`config.mk`:
```
export PLATFORM = sky130hd
export DESIGN_NAME = textlcd_rx
export DESIGN_NICKNAME = d
export VERILOG_FILES = /design/src/rtl/textlcd_pkg.sv /design/src/rtl/textlcd_rx_lcd_bus_sync.sv /design/src/rtl/textlcd_rx.sv
export SDC_FILE = /design/constraint.sdc
export NUM_CORES = 1
export LEC_CHECK = 0
export ABC_AREA = 1
export CORE_ASPECT_RATIO = 0.8
export CORE_UTILIZATION = 35
export DETAILED_ROUTE_END_ITERATION = 6
export PLACE_DENSITY = 0.6
export SLEW_MARGIN = 20
export SYNTH_ARGS = -nofsm -noshare
export SYNTH_HDL_FRONTEND = slang
export SYNTH_SLANG_ARGS = --single-unit
```
`constraint.sdc`:
```
create_clock -name clk -period 2.2 [get_ports clk]
set_clock_uncertainty 0.1 [all_clocks]
set_input_delay 0.66 -clock clk [delete_from_list [all_inputs] [get_ports clk]]
set_output_delay 0.66 -clock clk [all_outputs]
set_load 0.03 [all_outputs]
```
`src/rtl/textlcd_pkg.sv`:
```
// Shared definitions for the text-LCD bus: opcode masks/values, DDRAM geometry
// and the responder state encoding.
package textlcd_pkg;

   localparam int DDRAM_DEPTH = 32;
   localparam int ADDR_W      = 5;

   localparam logic [7:0] CHAR_BLANK = 8'h20;
   localparam logic [6:0] LINE2_BASE = 7'h40;

   localparam logic [7:0] OP_NONE     = 8'h00;
   localparam logic [7:0] OP_CLEAR    = 8'h01;
   localparam logic [7:0] OPM_HOME    = 8'hFE;
   localparam logic [7:0] OPV_HOME    = 8'h02;
   localparam logic [7:0] OPM_ENTRY   = 8'hFC;
   localparam logic [7:0] OPV_ENTRY   = 8'h04;
   localparam logic [7:0] OPM_DISP    = 8'hF8;
   localparam logic [7:0] OPV_DISP    = 8'h08;
   localparam logic [7:0] OPM_SHIFT   = 8'hF0;
   localparam logic [7:0] OPV_SHIFT   = 8'h10;
   localparam logic [7:0] OPM_FUNC    = 8'hE0;
   localparam logic [7:0] OPV_FUNC    = 8'h20;
   localparam logic [7:0] FUNC_REQ    = 8'h18;
   localparam logic [7:0] OPM_CGRAM   = 8'hC0;
   localparam logic [7:0] OPV_CGRAM   = 8'h40;
   localparam logic [7:0] OPM_DDRAM   = 8'h80;
   localparam logic [7:0] OPV_DDRAM   = 8'h80;

   typedef enum logic [1:0] {
      IDLE  = 2'd0,
      CLEAR = 2'd1,
      HOLD  = 2'd2
   } lcd_state_e;

   function automatic logic op_match(input logic [7:0] d, input logic [7:0] mask,
                                     input logic [7:0] val);
      return (d & mask) == val;
   endfunction

endpackage

```
`src/rtl/textlcd_rx_lcd_bus_sync.sv`:
```
// Two-stage synchronizer for the LCD bus with E falling-edge detection; the
// captured bus comes from the second stage, which still holds the E-high values.
module lcd_bus_sync (
   input  logic       clk,
   input  logic       resetn,
   input  logic       lcd_e,
   input  logic       lcd_rs,
   input  logic       lcd_rw,
   input  logic [7:0] lcd_data,
   output logic       fall,
   output logic       cap_rs,
   output logic       cap_rw,
   output logic [7:0] cap_data
);

   logic       e_q1, e_q2, rs_q1, rs_q2, rw_q1, rw_q2;
   logic [7:0] data_q1, data_q2;

   always_ff @(posedge clk or negedge resetn) begin
      if (!resetn) begin
         e_q1    <= 1'b0;
         e_q2    <= 1'b0;
         rs_q1   <= 1'b0;
         rs_q2   <= 1'b0;
         rw_q1   <= 1'b0;
         rw_q2   <= 1'b0;
         data_q1 <= 8'h00;
         data_q2 <= 8'h00;
      end else begin
         e_q1    <= lcd_e;
         e_q2    <= e_q1;
         rs_q1   <= lcd_rs;
         rs_q2   <= rs_q1;
         rw_q1   <= lcd_rw;
         rw_q2   <= rw_q1;
         data_q1 <= lcd_data;
         data_q2 <= data_q1;
      end
   end

   assign fall     = e_q2 & ~e_q1;
   assign cap_rs   = rs_q2;
   assign cap_rw   = rw_q2;
   assign cap_data = data_q2;

endmodule

```
`src/rtl/textlcd_rx.sv`:
```
// Receive-side LCD bus model: decodes instructions/data from the bus and keeps
// a 2x16 DDRAM mirror with a registered read port.
module textlcd_rx
   import textlcd_pkg::*;
#(
   parameter int CMD_BUSY = 2
) (
   input  logic       clk,
   input  logic       resetn,
   input  logic       lcd_e,
   input  logic       lcd_rs,
   input  logic       lcd_rw,
   input  logic [7:0] lcd_data,
   input  logic [4:0] rd_addr,
   output logic [7:0] rd_char,
   output logic [4:0] cursor,
   output logic       disp_on,
   output logic       busy,
   output logic       wr_strobe,
   output logic       cmd_err,
   output logic [1:0] dbg_state
);

   localparam int CNT_W = (CMD_BUSY < 2) ? 1 : $clog2(CMD_BUSY + 1);

   logic       fall, cap_rs, cap_rw;
   logic [7:0] cap_data;

   lcd_bus_sync u_sync (
      .clk      (clk),
      .resetn   (resetn),
      .lcd_e    (lcd_e),
      .lcd_rs   (lcd_rs),
      .lcd_rw   (lcd_rw),
      .lcd_data (lcd_data),
      .fall     (fall),
      .cap_rs   (cap_rs),
      .cap_rw   (cap_rw),
      .cap_data (cap_data)
   );

   lcd_state_e       state_q, state_d;
   logic [4:0]       fill_q, fill_d;
   logic [CNT_W-1:0] cnt_q, cnt_d;
   logic [4:0]       cursor_d;
   logic             id_q, id_d;
   logic             disp_d, ws_d, err_d;
   logic             cmd_ok;
   logic             we;
   logic [4:0]       waddr;
   logic [7:0]       wdata;
   logic [6:0]       dd_a;
   logic [7:0]       mem [DDRAM_DEPTH];

   assign dd_a = cap_data[6:0];

   always_comb begin
      state_d  = state_q;
      fill_d   = fill_q;
      cnt_d    = cnt_q;
      cursor_d = cursor;
      id_d     = id_q;
      disp_d   = disp_on;
      ws_d     = 1'b0;
      err_d    = 1'b0;
      cmd_ok   = 1'b0;
      we       = 1'b0;
      waddr    = fill_q;
      wdata    = CHAR_BLANK;

      case (state_q)
         CLEAR: begin
            we     = 1'b1;
            fill_d = fill_q + 5'd1;
            if (fill_q == 5'd31) state_d = IDLE;
         end
         HOLD: begin
            if (cnt_q == '0) state_d = IDLE;
            else             cnt_d   = cnt_q - 1'b1;
         end
         default: ;
      endcase

      // Reads are ignored entirely; anything else arriving while busy is dropped.
      if (fall && !cap_rw) begin
         if (state_q != IDLE) begin
            err_d = 1'b1;
         end else if (cap_rs) begin
            we       = 1'b1;
            waddr    = cursor;
            wdata    = cap_data;
            ws_d     = 1'b1;
            cursor_d = id_q ? cursor + 5'd1 : cursor - 5'd1;
         end else if (cap_data == OP_NONE) begin
            err_d = 1'b1;
         end else if (cap_data == OP_CLEAR) begin
            state_d  = CLEAR;
            fill_d   = 5'd0;
            cursor_d = 5'd0;
            id_d     = 1'b1;
         end else if (op_match(cap_data, OPM_HOME, OPV_HOME)) begin
            cursor_d = 5'd0;
            cmd_ok   = 1'b1;
         end else if (op_match(cap_data, OPM_ENTRY, OPV_ENTRY)) begin
            id_d   = cap_data[1];
            cmd_ok = 1'b1;
         end else if (op_match(cap_data, OPM_DISP, OPV_DISP)) begin
            disp_d = cap_data[2];
            cmd_ok = 1'b1;
         end else if (op_match(cap_data, OPM_SHIFT, OPV_SHIFT)) begin
            cmd_ok = 1'b1;
         end else if (op_match(cap_data, OPM_FUNC, OPV_FUNC)) begin
            if ((cap_data & FUNC_REQ) == FUNC_REQ) cmd_ok = 1'b1;
            else                                   err_d  = 1'b1;
         end else if (op_match(cap_data, OPM_CGRAM, OPV_CGRAM)) begin
            cmd_ok = 1'b1;
         end else begin
            if (dd_a[6:4] == 3'b000) begin
               cursor_d = {1'b0, dd_a[3:0]};
               cmd_ok   = 1'b1;
            end else if ((dd_a & 7'h70) == LINE2_BASE) begin
               cursor_d = {1'b1, dd_a[3:0]};
               cmd_ok   = 1'b1;
            end else begin
               err_d = 1'b1;
            end
         end

         if (cmd_ok && (CMD_BUSY != 0)) begin
            state_d = HOLD;
            cnt_d   = CNT_W'(CMD_BUSY - 1);
         end
      end
   end

   always_ff @(posedge clk or negedge resetn) begin
      if (!resetn) begin
         state_q   <= CLEAR;
         fill_q    <= 5'd0;
         cnt_q     <= '0;
         cursor    <= 5'd0;
         id_q      <= 1'b1;
         disp_on   <= 1'b0;
         wr_strobe <= 1'b0;
         cmd_err   <= 1'b0;
      end else begin
         state_q   <= state_d;
         fill_q    <= fill_d;
         cnt_q     <= cnt_d;
         cursor    <= cursor_d;
         id_q      <= id_d;
         disp_on   <= disp_d;
         wr_strobe <= ws_d;
         cmd_err   <= err_d;
      end
   end

   always_ff @(posedge clk) begin
      if (we) mem[waddr] <= wdata;
   end

   always_ff @(posedge clk or negedge resetn) begin
      if (!resetn) rd_char <= 8'h00;
      else         rd_char <= mem[rd_addr];
   end

   assign busy      = (state_q != IDLE);
   assign dbg_state = state_q;

endmodule

```
==> impl_results.md, run 1 <==
- Status: complete, but fails checks
- Violated checks: setup timing
- Site row count: approximately 60
- Largest net degree at the start of global routing: 75
- R2R setup slack: -0.12 ns
- Drt first pass iters: 5
- Final setup fails: ~230
- DP HPWL: between 15000 and 20000 um
- Max Root-Sink Buffers: 3
- Post-synthesis net count: about 1200
- Worst setup SP type: register
- DRT Wirelength: ~32000 um
- Avg Cell Area, Syn: about 11 sq um
- Worst hold path class: reg -> reg
- Gate count of the mapped netlist: roughly 1100
- CTS Buf Count: 29
- Register area share after synthesis: 0.708
- Worst slack, placed: -0.386 ns
- Critical path cell sequence: inv_2 -> ha_4 -> buf_6 -> inv_4 -> buf_6
- Yosys reg bits: 304
- GRT Util Overall: 0.180
- Hold Path End: u_sync.cap_rw
- DRT iter0 DRCs: between 700 and 800
- Grt ovf: 0
- Layout cells sized above 1: 0.209
- Post-route ant nets: 0
- Max Slew Vio Count: 0
- Global Route met2 Usage: 0.277
- RSZ-0062 raised after global routing: true
- Nets@finish: approximately 1300
- Area grow syn2layout: 31.2%
- Sequential power share: 0.463
- Worst Path Class, Setup: reg -> out
- Clock power frac: 0.413
- NetSw: approximately 0.0034 W
- F_max: roughly 0.42 GHz
- RR Startpoint: dbg_state[0]
- Most common library cell in the layout ignoring fill and taps: nand2_1
- Io pins: 37
- Maximum VDD drop: 649 uV
- Number of cells on the worst hold path: 0
- Arrival @ worst endpoint: 1.60 ns
- Sw frac: 0.244
- H-Tree Depth: 1
- Core area: between 30000 and 40000 sq um
- CTS root buffer: clkbuf_16
- Fill cells: roughly 3100
- Crit path top cell by count: buf_6
- Fin. Hold Viols: 0
- Tmin final: around 2.4 ns
- Ant. Diodes: 0
- Busiest layer in global routing: met2
- Die area: approximately 37000 sq um
- Reg-to-reg critical path endpoint: mem[9][0]
- CP max stage cell: dfstp_2
- Logic gate share of total power: 0.124
- Wire length per cell: 18.0 um
- Max-Cap Viols: 0
- RD Place Congestion: roughly 0.85
- Crit. End Element: primary output
- Clock slew at reported path FFs: roughly 0.070 ns
- Power density of the placed cells: between 800 and 900 nW/um^2
- Hold WS: 0.243 ns
- Area of the mapped netlist: ~13000 sq um
- Final worst slack: -0.160 ns
- Worst skew pair latency: 0.57 ns
- DRC: 0
- Fin crit share: 1.07
- Number of I/O port buffers: 36
- Initial Utilization: 0.359
- Reg2reg path depth: 13
- CTS tree: done
- First-pass GRT wire length: between 40000 and 50000 um
- GR Util met3: 0.0276
- Vias per cell: around 4.9
- Vias: between 8000 and 9000
- Die Wd: ~210 um
- Grt met1 use: 0.267
- Crit path required time: between 1 and 1.5 ns
- WP buf/inv: 4
- Vias in the first global route: about 8600
- Initial antenna violation count: 0
- Max FO, Critical Path: 2
- Ys Warns: 0
- TritonCTS sink count: 304
- Hold_sp: u_sync.rw_q1
- Leakage: approximately 6.4 nW
- Most frequent cells in the layout: nand2_1 (406), edfxtp_1 (256), nand3_1 (214), buf_6 (46), dfrtp_1 (42)
- Die height: 171 um
- Netlist cell types: 29
- Worst Tran Pin Value: roughly 0.53 ns
- CP max stage delay: between 0.5 and 0.6 ns
- Int Pwr: about 0.011 W
- Top Family by Delay on Critical Path: flip-flops
- Rel. slew slack: 0.646
-- kinds of logic (layout without fill, tap and decap cells) --
group,after synthesis,after routing,synth area share
AOI/OAI and AO/OA,22,22,0.00986
xor gates and xnor gates,3,3,0.00209
adders and majority gates,9,9,0.00956
buffers and inverters,93,250,0.0314
DFF,304,304,0.708
and+or+nand+nor,718,719,0.239
-- what timing repair did --
action | CTS | global route
hold buffers | 1 | 0
endpoints found under the setup margin | 275 | 259
cloned | 1 | 0
pin swaps | 27 | 30
gates resized for setup | 149 | 62
hold endpoints to repair | 17 | 0
setup buffers | 22 | 11
-- cell usage after synthesis --
master,count,area share
nand2_4,1,0.00090
dfstp_2,2,0.0042
a21oi_1,4,0.0016
buf_6,1,0.00090
nor2_1,64,0.019
clkbuf_1,19,0.0057
buf_1,5,0.0015
nand2_2,1,0.00050
nor3_4,1,0.0013
o21ai_2,1,0.00070
a211oi_1,2,0.0012
dfrtp_1,46,0.092
xor2_1,2,0.0014
nand2_1,426,0.13
buf_2,30,0.012
nand4_1,2,0.0010
inv_2,3,0.00090
o211ai_1,2,0.0012
o21ai_0,9,0.0036
fa_1,1,0.0016
xnor2_1,1,0.00070
inv_1,35,0.010
ha_1,8,0.0080
edfxtp_1,256,0.61
nand3b_1,1,0.00060
nand3_1,218,0.087
nor3_1,3,0.0012
o21ai_1,4,0.0016
nor2_2,1,0.00050
-- power by group through the flow --
stage | Clock [W] | Combinational [W] | Sequential, W
floorplan | 0 | 0.000758 | 0.00668
global placement | 0 | 0.00148 | 0.00659
detailed placement | 0 | 0.00151 | 0.00658
CTS | 0.00588 | 0.00166 | 0.00648
global route | 0.00609 | 0.00190 | 0.00651
finish | 0.00580 | 0.00174 | 0.00649
-- metrics by stage --
stage	cells	TNS [ns]	utilization	total power (W)	cell area, sq um
2_1_floorplan	1149	-57.91	-	0.00743	12700
3_3_place_gp	1690	-42.37	0.407	0.00807	14300
3_5_place_dp	1690	-53.36	0.407	0.00810	14300
4_1_cts	1768	-5.04	0.460	0.0140	16100
5_1_grt	1779	-29.97	0.470	0.0145	16500
6_report	1779	-14.39	0.470	0.0140	16500
-- worst max-delay path by stage --
stage	startpoint	to	depth (start not counted)
finish	dbg_state[0]	busy	5
global route	dbg_state[0]	busy	5
CTS	dbg_state[0]	busy	5
detailed placement	dbg_state[0]	mem[5][3]	10
global placement	dbg_state[0]	mem[12][0]	12
floorplan	dbg_state[0]	mem[0][0]	9
-- area by class of cell --
cell class,count,area (sq um),area share
clock buffer,37,787,0.0478
multi-input combinational,753,3870,0.235
tap,472,591,0.0358
timing repair buffer,158,1840,0.112
clock inverter,17,334,0.0203
sequential,304,8900,0.540
inverter,38,159,0.00964
-- state kept, by name (all words and copies together) (netlist names), 2 cells and up --
name	count
rd_char	8
cursor	5
u_sync.cap_data	8
cnt_q	2
u_sync.data_q1	8
mem	256
fill_q	5
dbg_state	2
-- worst register-to-register path, cell delays in order (launching register included) --
cell	delay, ns
dfstp_2	0.54
inv_2	0.05
ha_4	0.17
nand2_4	0.08
inv_6	0.05
nand2_8	0.11
buf_12	0.13
o21ai_4	0.06
nor2_2	0.13
buf_6	0.13
buf_6	0.11
nand2_8	0.07
nor2_4	0.15
buf_8	0.15
-- routing by layer --
layer	routed length, um	vias up
met4	647	0
li1	-	4198
met1	15000	4245
met3	1970	46
met5	0	-
met2	14400	268
Power figures use the tool's default switching activity.
==> run 2, diff against run 1 <==
- PLACE_DENSITY: 0.6 -> 0.58
- clock period: 2.2 -> 2.77 ns (I/O delays scaled with it)
==> impl_results.md, run 2 (synthesis results as in run 1) <==
- First-pass GRT wire length: 48600 um (-2.5%)
- Max Slew Vio Count: 0 (unchanged)
- H-Tree Depth: 2 (+1)
- Nets@finish: 1267 (-3.4%)
- RSZ-0062 raised after global routing: false
- Vias: 8524 (-2.7%)
- Top Family by Delay on Critical Path: buffers and inverters
- Hold buffers post-CTS: 0 (-1)
- Number of I/O port buffers: 36 (unchanged)
- Most frequent cells in the layout: nand2_1 (426), edfxtp_1 (256), nand3_1 (218), buf_4 (71), nor2_1 (54)
- Worst hold path class: reg -> reg
- Worst skew pair latency: 0.53 ns (-0.04 ns)
- Drt first pass iters: 5 (unchanged)
- Crit. End Element: primary output
- Largest net degree at the start of global routing: 129 (+72%)
- Final setup fails: 0 (-100%)
- Critical path cell sequence: clkdlybuf4s50_1
- GRT Util Overall: 0.179 (-0.000725)
- DRT iter0 DRCs: 953 (+31%)
- Postcts setup bufs: 0 (-100%)
- Pwr Total: 0.0109 W (-23%)
- Ant. Diodes: 0 (unchanged)
- Io pins: 37 (unchanged)
- Max Root-Sink Buffers: 3 (unchanged)
- RD Place Congestion: 0.819 (-4.2%)
- Post-route ant nets: 0 (unchanged)
- Reg2reg path depth: 11 (-2)
- Site row count: 61 (unchanged)
- Grt ovf: 0 (unchanged)
- F_max: 0.371 GHz
- Vias per cell: 4.90 (-0.36%)
- CTS Buf Count: 34 (+17%)
- CP max stage delay: 0.73 ns (+0.19 ns)
- CP max stage cell: clkdlybuf4s50_1
- Die height: 171 um (unchanged)
- DP HPWL: 19200 um (-1.5%)
- Crit path required time: 1.84 ns (+0.40 ns)
- Worst Path Class, Setup: reg -> out
- Worst setup SP type: register
- Initial Utilization: 0.359 (unchanged)
- TNS Setup: 0 ns (+14.39 ns)
- Flip-flop count of the largest register after layout: 256 (unchanged)
- Die Wd: 214 um (unchanged)
- Largest Register: mem
- Status: complete, no violations
- Die area: 36700 sq um (unchanged)
- Area grow syn2layout: 19.7%
- Worst Tran Pin Value: 0.694 ns (+0.164 ns)
- Crit path depth: 1 (-4)
- Post-CTS Resized: 3 (-98%)
- Arrival @ worst endpoint: 1.76 ns (+0.16 ns)
- Core area: 35000 sq um (unchanged)
- Tmin final: ~2.7 ns
- Rel. slew slack: 0.538 (-0.108)
- Vias in the first global route: 8258 (-3.6%)
- Maximum VDD drop: 496 uV (-24%)
- Max-Cap Viols: 0 (unchanged)
- Initial antenna violation count: 0 (unchanged)
- Leakage: 5.95 nW (-7.1%)
- Most common library cell in the layout ignoring fill and taps: nand2_1
- CTS tree: done
- Number of cells on the worst hold path: 0 (unchanged)
- CTS root buffer: clkbuf_16
- Fin crit share: 0.973
- Layout cells sized above 1: 0.118 (-0.0912)
- Fin. Hold Viols: 0 (unchanged)
- WP buf/inv: 1 (-3)
- Power density of the placed cells: 723 nW/um^2 (-15%)
- Wire length per cell: 18.0 um (+0.12%)
- DRC: 0 (unchanged)
- Clock slew at reported path FFs: 0.06 ns (about the same)
- TritonCTS sink count: 304 (unchanged)
- DRT Wirelength: 31300 um (-2.2%)
- Max FO, Critical Path: 7 (+5)
[run 2: cell count changes in the layout (fill, tap and decap cells not counted), moves of 6 or more]
cell and delta:
buf_12 -25, buf_4 +30, buf_6 -46, buf_8 -7, clkbuf_16 +9, clkdlybuf4s15_2 -6
clkdlybuf4s50_1 +18, clkinv_1 +6, dlygate4sd2_1 -10, nand2_1 +20, nand2_2 -7, nand2_8 -9
nor2_1 +32, nor2_4 -35
[run 2: area by class of cell]
type,count,area (sq um)
multi-input combinational,752,3300
tap,472,591
timing repair buffer,110,948
clock inverter,19,190
fill,3299,20000
inverter,38,144
clock buffer,43,970
sequential,304,8890
[run 2: stage by stage]
step / instances / setup slack (ns) / utilization / hold slack (ns) / instance area, sq um
global placement: 1676 / 0.175 / 0.396 / 0.232 / 13900
detailed placement: 1676 / 0.105 / 0.396 / 0.235 / 13900
finish: 1738 / 0.0762 / 0.429 / 0.245 / 15000
floorplan: 1149 / 0.152 / - / 0.231 / 12600
CTS: 1738 / 0.0242 / 0.429 / 0.246 / 15000
global route: 1738 / 0.0176 / 0.429 / 0.253 / 15000
[run 2: routing by layer]
| metal | share of wire | up-vias | routed length (um) | track usage |
|---|---|---|---|---|
| met5 | 0 | - | 0 | 0 |
| met4 | 0.024 | 0 | 760 | 0.0540 |
| met3 | 0.065 | 60 | 2040 | 0.0312 |
| met2 | 0.45 | 243 | 14000 | 0.274 |
| met1 | 0.46 | 4121 | 14500 | 0.260 |
| li1 | - | 4100 | - | - |
[run 2: final timing paths]
kind / slack [ns] / from / end
setup / recovery: 0.08 / cursor[0] / cursor[0]
setup reg to reg: 0.15 / dbg_state[0] / mem[9][2]
hold / removal: 0.24 / u_sync.data_q1[1] / u_sync.cap_data[1]
hold reg to reg: 0.24 / u_sync.data_q1[1] / u_sync.cap_data[1]
min in group asynchronous: 0.25 / resetn / disp_on
max in group asynchronous: 1.65 / resetn / u_sync.data_q1[5]
[run 2: report_power, final]
| group | total (W) | switching [W] | leakage [nW] | internal (W) |
|---|---|---|---|---|
| combinational | 0.00109 | 0.000703 | 2.47 | 0.000387 |
| sequential | 0.00513 | 0.000111 | 2.91 | 0.00502 |
| clock | 0.00465 | 0.00180 | 0.573 | 0.00285 |
